**src/rtl/ps2_move_decoder.sv**
```systemverilog
// PS/2 keyboard receiver that turns make/break scancodes into level-held move flags.
// Optional build macro PS2_ARROWS_EN adds extended arrow keys, OR-combined with the letter keys.
module ps2_move_decoder #(
    parameter int KEY_SET        = 0,
    parameter int TIMEOUT_CYCLES = 65000
) (
    input  logic       clk,
    input  logic       rst,
    input  logic       ps2_clk,
    input  logic       ps2_data,
    output logic       move_up,
    output logic       move_down,
    output logic       move_right,
    output logic       move_left,
    output logic       key_valid,
    output logic [7:0] key_code,
    output logic       frame_err
);

    localparam int TO_W = (TIMEOUT_CYCLES > 2) ? $clog2(TIMEOUT_CYCLES) : 1;
    localparam logic [TO_W-1:0] TO_LAST = TO_W'(TIMEOUT_CYCLES - 1);

    localparam logic [7:0] CODE_UP    = (KEY_SET == 1) ? 8'h43 : 8'h1D;
    localparam logic [7:0] CODE_DOWN  = (KEY_SET == 1) ? 8'h42 : 8'h1B;
    localparam logic [7:0] CODE_RIGHT = (KEY_SET == 1) ? 8'h4B : 8'h23;
    localparam logic [7:0] CODE_LEFT  = (KEY_SET == 1) ? 8'h3B : 8'h1C;

    localparam logic [1:0] ST_IDLE      = 2'd0;
    localparam logic [1:0] ST_BREAK     = 2'd1;
    localparam logic [1:0] ST_EXT       = 2'd2;
    localparam logic [1:0] ST_EXT_BREAK = 2'd3;

    // Held-key vectors are ordered {up, down, right, left}.
    function automatic logic [3:0] map_letter(input logic [7:0] code);
        logic [3:0] hit;
        hit = 4'b0000;
        if (code == CODE_UP)    hit[3] = 1'b1;
        if (code == CODE_DOWN)  hit[2] = 1'b1;
        if (code == CODE_RIGHT) hit[1] = 1'b1;
        if (code == CODE_LEFT)  hit[0] = 1'b1;
        return hit;
    endfunction

`ifdef PS2_ARROWS_EN
    function automatic logic [3:0] map_arrow(input logic [7:0] code);
        logic [3:0] hit;
        hit = 4'b0000;
        if (code == 8'h75) hit[3] = 1'b1;
        if (code == 8'h72) hit[2] = 1'b1;
        if (code == 8'h74) hit[1] = 1'b1;
        if (code == 8'h6B) hit[0] = 1'b1;
        return hit;
    endfunction
`endif

    logic             ps2_clk_p0, ps2_clk_p1, ps2_clk_p2;
    logic             ps2_data_p0, ps2_data_p1;
    logic             fall;
    logic [3:0]       bit_cnt;
    logic [10:0]      shreg;
    logic [10:0]      shreg_next;
    logic             frame_ok;
    logic [TO_W-1:0]  to_cnt;
    logic [1:0]       state, state_next;
    logic [3:0]       letter_held, letter_next;
    logic [3:0]       move_vec;

    // Stage p0/p1: two-flop synchronizers; p2 holds the previous synchronized clock.
    always_ff @(posedge clk or negedge rst) begin
        if (!rst) begin
            ps2_clk_p0  <= 1'b1;
            ps2_clk_p1  <= 1'b1;
            ps2_clk_p2  <= 1'b1;
            ps2_data_p0 <= 1'b1;
            ps2_data_p1 <= 1'b1;
        end else begin
            ps2_clk_p0  <= ps2_clk;
            ps2_clk_p1  <= ps2_clk_p0;
            ps2_clk_p2  <= ps2_clk_p1;
            ps2_data_p0 <= ps2_data;
            ps2_data_p1 <= ps2_data_p0;
        end
    end

    assign fall       = ps2_clk_p2 & ~ps2_clk_p1;
    assign shreg_next = {ps2_data_p1, shreg[10:1]};
    assign frame_ok   = ~shreg_next[0] & shreg_next[10] & (^shreg_next[9:1]);

    // Frame assembly: the 11th edge is judged here so key_valid/frame_err land one cycle later.
    always_ff @(posedge clk or negedge rst) begin
        if (!rst) begin
            bit_cnt   <= 4'd0;
            shreg     <= 11'd0;
            to_cnt    <= '0;
            key_valid <= 1'b0;
            key_code  <= 8'h00;
            frame_err <= 1'b0;
        end else begin
            key_valid <= 1'b0;
            frame_err <= 1'b0;
            if (fall) begin
                to_cnt <= '0;
                shreg  <= shreg_next;
                if (bit_cnt == 4'd10) begin
                    bit_cnt <= 4'd0;
                    if (frame_ok) begin
                        key_valid <= 1'b1;
                        key_code  <= shreg_next[8:1];
                    end else begin
                        frame_err <= 1'b1;
                    end
                end else begin
                    bit_cnt <= bit_cnt + 4'd1;
                end
            end else if (bit_cnt == 4'd0) begin
                to_cnt <= '0;
            end else if (to_cnt == TO_LAST) begin
                // A stalled keyboard left a partial frame; drop it and resync on the next start bit.
                bit_cnt   <= 4'd0;
                to_cnt    <= '0;
                frame_err <= 1'b1;
            end else begin
                to_cnt <= to_cnt + TO_W'(1);
            end
        end
    end

`ifdef PS2_ARROWS_EN
    logic [3:0] arrow_held, arrow_next;
`endif

    always_comb begin
        state_next  = state;
        letter_next = letter_held;
`ifdef PS2_ARROWS_EN
        arrow_next  = arrow_held;
`endif
        if (key_valid) begin
            case (state)
                ST_IDLE: begin
                    if (key_code == 8'hF0)      state_next = ST_BREAK;
                    else if (key_code == 8'hE0) state_next = ST_EXT;
                    else                        letter_next = letter_held | map_letter(key_code);
                end
                ST_BREAK: begin
                    letter_next = letter_held & ~map_letter(key_code);
                    state_next  = ST_IDLE;
                end
                ST_EXT: begin
                    if (key_code == 8'hF0) begin
                        state_next = ST_EXT_BREAK;
                    end else begin
`ifdef PS2_ARROWS_EN
                        arrow_next = arrow_held | map_arrow(key_code);
`endif
                        state_next = ST_IDLE;
                    end
                end
                default: begin
`ifdef PS2_ARROWS_EN
                    arrow_next = arrow_held & ~map_arrow(key_code);
`endif
                    state_next = ST_IDLE;
                end
            endcase
        end
    end

    // Decode stage: flags follow key_valid by one clock.
    always_ff @(posedge clk or negedge rst) begin
        if (!rst) begin
            state       <= ST_IDLE;
            letter_held <= 4'b0000;
`ifdef PS2_ARROWS_EN
            arrow_held  <= 4'b0000;
`endif
        end else begin
            state       <= state_next;
            letter_held <= letter_next;
`ifdef PS2_ARROWS_EN
            arrow_held  <= arrow_next;
`endif
        end
    end

`ifdef PS2_ARROWS_EN
    assign move_vec = letter_held | arrow_held;
`else
    assign move_vec = letter_held;
`endif

    assign move_up    = move_vec[3];
    assign move_down  = move_vec[2];
    assign move_right = move_vec[1];
    assign move_left  = move_vec[0];

endmodule
```
**config.mk**
```make
export PLATFORM = sky130hd
export DESIGN_NAME = ps2_move_decoder
export DESIGN_NICKNAME = d
export VERILOG_FILES = /design/src/rtl/ps2_move_decoder.sv
export SDC_FILE = /design/constraint.sdc
export NUM_CORES = 1
export LEC_CHECK = 0
export CAP_MARGIN = 10
export CORE_AREA = 10 10 77 79
export DETAILED_ROUTE_END_ITERATION = 8
export DIE_AREA = 0 0 87 89
export GPL_TIMING_DRIVEN = 1
export PLACE_DENSITY = 0.73
export SETUP_SLACK_MARGIN = 0.15
export SYNTH_ARGS = -nofsm -noshare
export SYNTH_HDL_FRONTEND = slang
export SYNTH_SLANG_ARGS = --single-unit
```
**constraint.sdc**
```tcl
create_clock -name clk -period 2.41 [get_ports clk]
set_clock_uncertainty 0.05 [all_clocks]
set_input_delay 0.723 -clock clk [delete_from_list [all_inputs] [get_ports clk]]
set_output_delay 0.723 -clock clk [all_outputs]
set_load 0.005 [all_outputs]
```
==> metrics.md <==
| Metric | Value |
|---|---|
| First-pass iteration count of the detailed router | 4 |
| WP data required | 2.55 ns |
| Root buffer cell | clkbuf_8 |
| Worst skew pair latency | 0.30 ns |
| Post-route ant nets | 0 |
| Clk buf depth | 2 |
| Mapped Cells | 214 |
| Hpwl dp | approximately 3 mm |
| Die ar. | 7743 sq um |
| Final hold viol count | 0 |
| Vias | 1,579 |
| Top Ports | 18 |
| Final wirelength | 4.173 mm |
| Crit end category | flop |
| Seq/Total Area, Yosys | 0.5496 |
| Power after layout | 2.132 mW |
| Synthesized cell area | 2333 sq um |
| Post-synth EDFFs | 0 |
| Leak pwr | between 1 and 1.5 nW |
| Initial antenna violation count | 0 |
| # DRC | 0 |
| FP Rows | 25 |
| Layout cell share with drive strength beyond 1 | 0.1557 |
| CTS resizes | 0 |
| Critical path launch point type | flop |
| Comb power frac | 0.186 |
| Post-synth cell types | 40 |
| Antenna cells | 0 |
| Yosys warning total | 0 |
| CTS sink count | 51 |
| Drt wl/cell | 14.00 um |
| Most frequent cells in the layout | dfrtp_1 (46), nand2_1 (41), nor2_1 (17) |
| Global-route wire length before repair | 7.396 mm |
| Die width | a little under 90 um |
| Vias in the first global route | 1,575 |
| RSZ-0062 raised after global routing | yes |
| Setup TNS | 0 ns |
| CTS tree | built |
| Leading cell type in the layout, fill and taps excluded | dfrtp_1 |
| Status | finished, final reports clean |
| Gr usage total | 0.1185 |
| Sw Share | 0.2593 |
| Peak Freq | between 400 and 500 MHz |
| Main synth FF type | dfrtp_1 |
| Worst Hold Class | input pin to asynchronous set/reset pin |
| Reg area | 1282 sq um |
| Max cap viols | 0 |
| Synthesized net count | 222 |
| Final Non-Filler Cells | 298 |
| Switch Pwr | 0.5528 mW |
| Final net count | between 200 and 300 |
| Initial core utilization | 0.5145 |
| Final slew viol count | 0 |
| Worst Path Arrival | 2.37 ns |
| Placed Area | 2604 sq um |
| Post-layout util | 0.6110 |
| Fin area | 2771 sq um |
| Asr flop ratio synth | 1.000 |
| Area of the multi-input gates | 1005 sq um |
| Worst slew margin relative to its limit | 0.6322 |
| Grt ovf | 0 |
| Fin crit period | roughly 2.2 ns |
| Clock share of power | 0.320 |
| Internal cell power | 1.579 mW |
| CTS H-tree lvls | 2 |
| FF+latch count, synth | 51 |
| Core Area | between 4000 and 5000 sq um |
| Worst-Margin Slew | 0.5505 ns |
| Reg power frac | 0.494 |
| Reg clk slew, reported paths | ~0.09 ns |
| DR vias/cell | ~5.3 |
| Initial drt markers | 123 |
| Crit Path Max Fanout | 9 |
| Crit Path Class | flop to flop |
| Syn_area_per_cell | 10.90 sq um |
| Period utilisation layout | 0.9271 |
| TritonCTS buffer count | 5 |
| IO Port Bufs | 17 |
| Worst vdd ir | 0.0004033 V |
| Area grow syn2layout | 18.77% |
| Die Span Y | 89 um |
| Pwr dens | between 700 and 800 nW/um^2 |
| # fillers | 369 |
| GP Congestion | approximately 0.78 |
| Post-Place Cells | 287 |
| Final setup violation count | 0 |
| Largest net degree at the start of global routing | 25 |
-- logic make-up (layout without fill, tap and decap cells) --
family	after synthesis	count (layout)	share of synthesized area
simple gates	101	101	0.2182
compound gates	15	15	0.04075
flops	51	51	0.5496
xor+xnor	17	17	0.07775
mux	14	14	0.07239
fa+ha+maj	4	4	0.02145
buf+inv	12	42	0.01984
-- state kept, by name, summed over array words and instances, names as in the netlist, named ones only --
signal and cells:
key_code 8, ps2_clk_p0 1, to_cnt 16, ps2_data_p0 1
state 2, frame_err 1, ps2_clk_p2 1, key_valid 1
ps2_data_p1 1, shreg 10, bit_cnt 4, ps2_clk_p1 1
-- stage by stage --
step	hold slack, ns	setup slack (ns)
after floorplan	0.2952	0.2331
after detailed placement	0.2979	0.07864
final	0.2745	0.1756
after global routing	0.2861	0.09987
after CTS	0.2780	0.1500
after global placement	0.2957	0.1503
-- path summary, 6_finish.rpt --
check                       startpoint          end  slack, ns  depth (start not counted)
hold / removal                     rst     state[1]       0.27                          1
max in group asynchronous          rst   ps2_clk_p1       1.45                          2
setup / recovery              shreg[3]  key_code[7]       0.18                          5
hold reg to reg            ps2_data_p0  ps2_data_p1       0.31                          0
min in group clk           ps2_data_p0  ps2_data_p1       0.31                          0
setup reg to reg              shreg[3]  key_code[7]       0.18                          5
-- synth_stat cells, drive strengths merged (2+ instances only) --
cell type | instances | area share
dfrtp | 46 | 0.49
nand2 | 41 | 0.066
nor2 | 17 | 0.027
mux2 | 13 | 0.063
inv | 9 | 0.014
nand3 | 9 | 0.019
xnor2 | 9 | 0.034
xor2 | 6 | 0.023
dfstp | 5 | 0.056
nor4 | 5 | 0.013
a21oi | 4 | 0.0086
ha | 4 | 0.021
nand4 | 4 | 0.011
nor3 | 4 | 0.0086
o21ai | 3 | 0.0064
o31ai | 3 | 0.0097
or4 | 3 | 0.0097
and4 | 2 | 0.0075
clkbuf | 2 | 0.0032
nand2b | 2 | 0.0054
nand3b | 2 | 0.0064
nand4b | 2 | 0.0075
or3 | 2 | 0.0054
or4b | 2 | 0.010
-- power by group through the flow --
stage	logic (mW)	clock network, mW	registers (mW)
after floorplan	0.295	0	1.04
after global placement	0.382	0	1.07
after detailed placement	0.389	0	1.07
after CTS	0.393	0.704	1.06
after global routing	0.457	0.734	1.07
final	0.397	0.681	1.05
-- repair_timing --
| item | 4_1_cts | 5_1_grt |
|---|---|---|
| endpoints found under the setup margin | 8 | 8 |
| hold buffers | 0 | 0 |
| setup buffers | 1 | 2 |
-- critical path, stage by stage (launching register included) --
cell	delay [ns]
dfrtp_1	0.39
xor3_4	0.53
or4b_4	0.51
mux2i_4	0.18
buf_12	0.14
mux2_2	0.33
-- metal layers --
metal	GRT usage	wire, um	vias to the layer above
met1	0.1433	1951	761
met5	0	0	-
li1	-	-	795
met2	0.1919	1959	21
met4	0.03535	26	0
met3	0.04467	236	2
-- area by class of cell --
cell class,instances,share of cell area
Sequential cell,51,0.4628
Multi-Input combinational cell,151,0.3625
Inverter,9,0.01219
Clock inverter,2,0.02167
Tap cell,54,0.02438
Clock buffer,6,0.02619
Timing Repair Buffer,25,0.09029
Power figures use the tool's default switching activity.
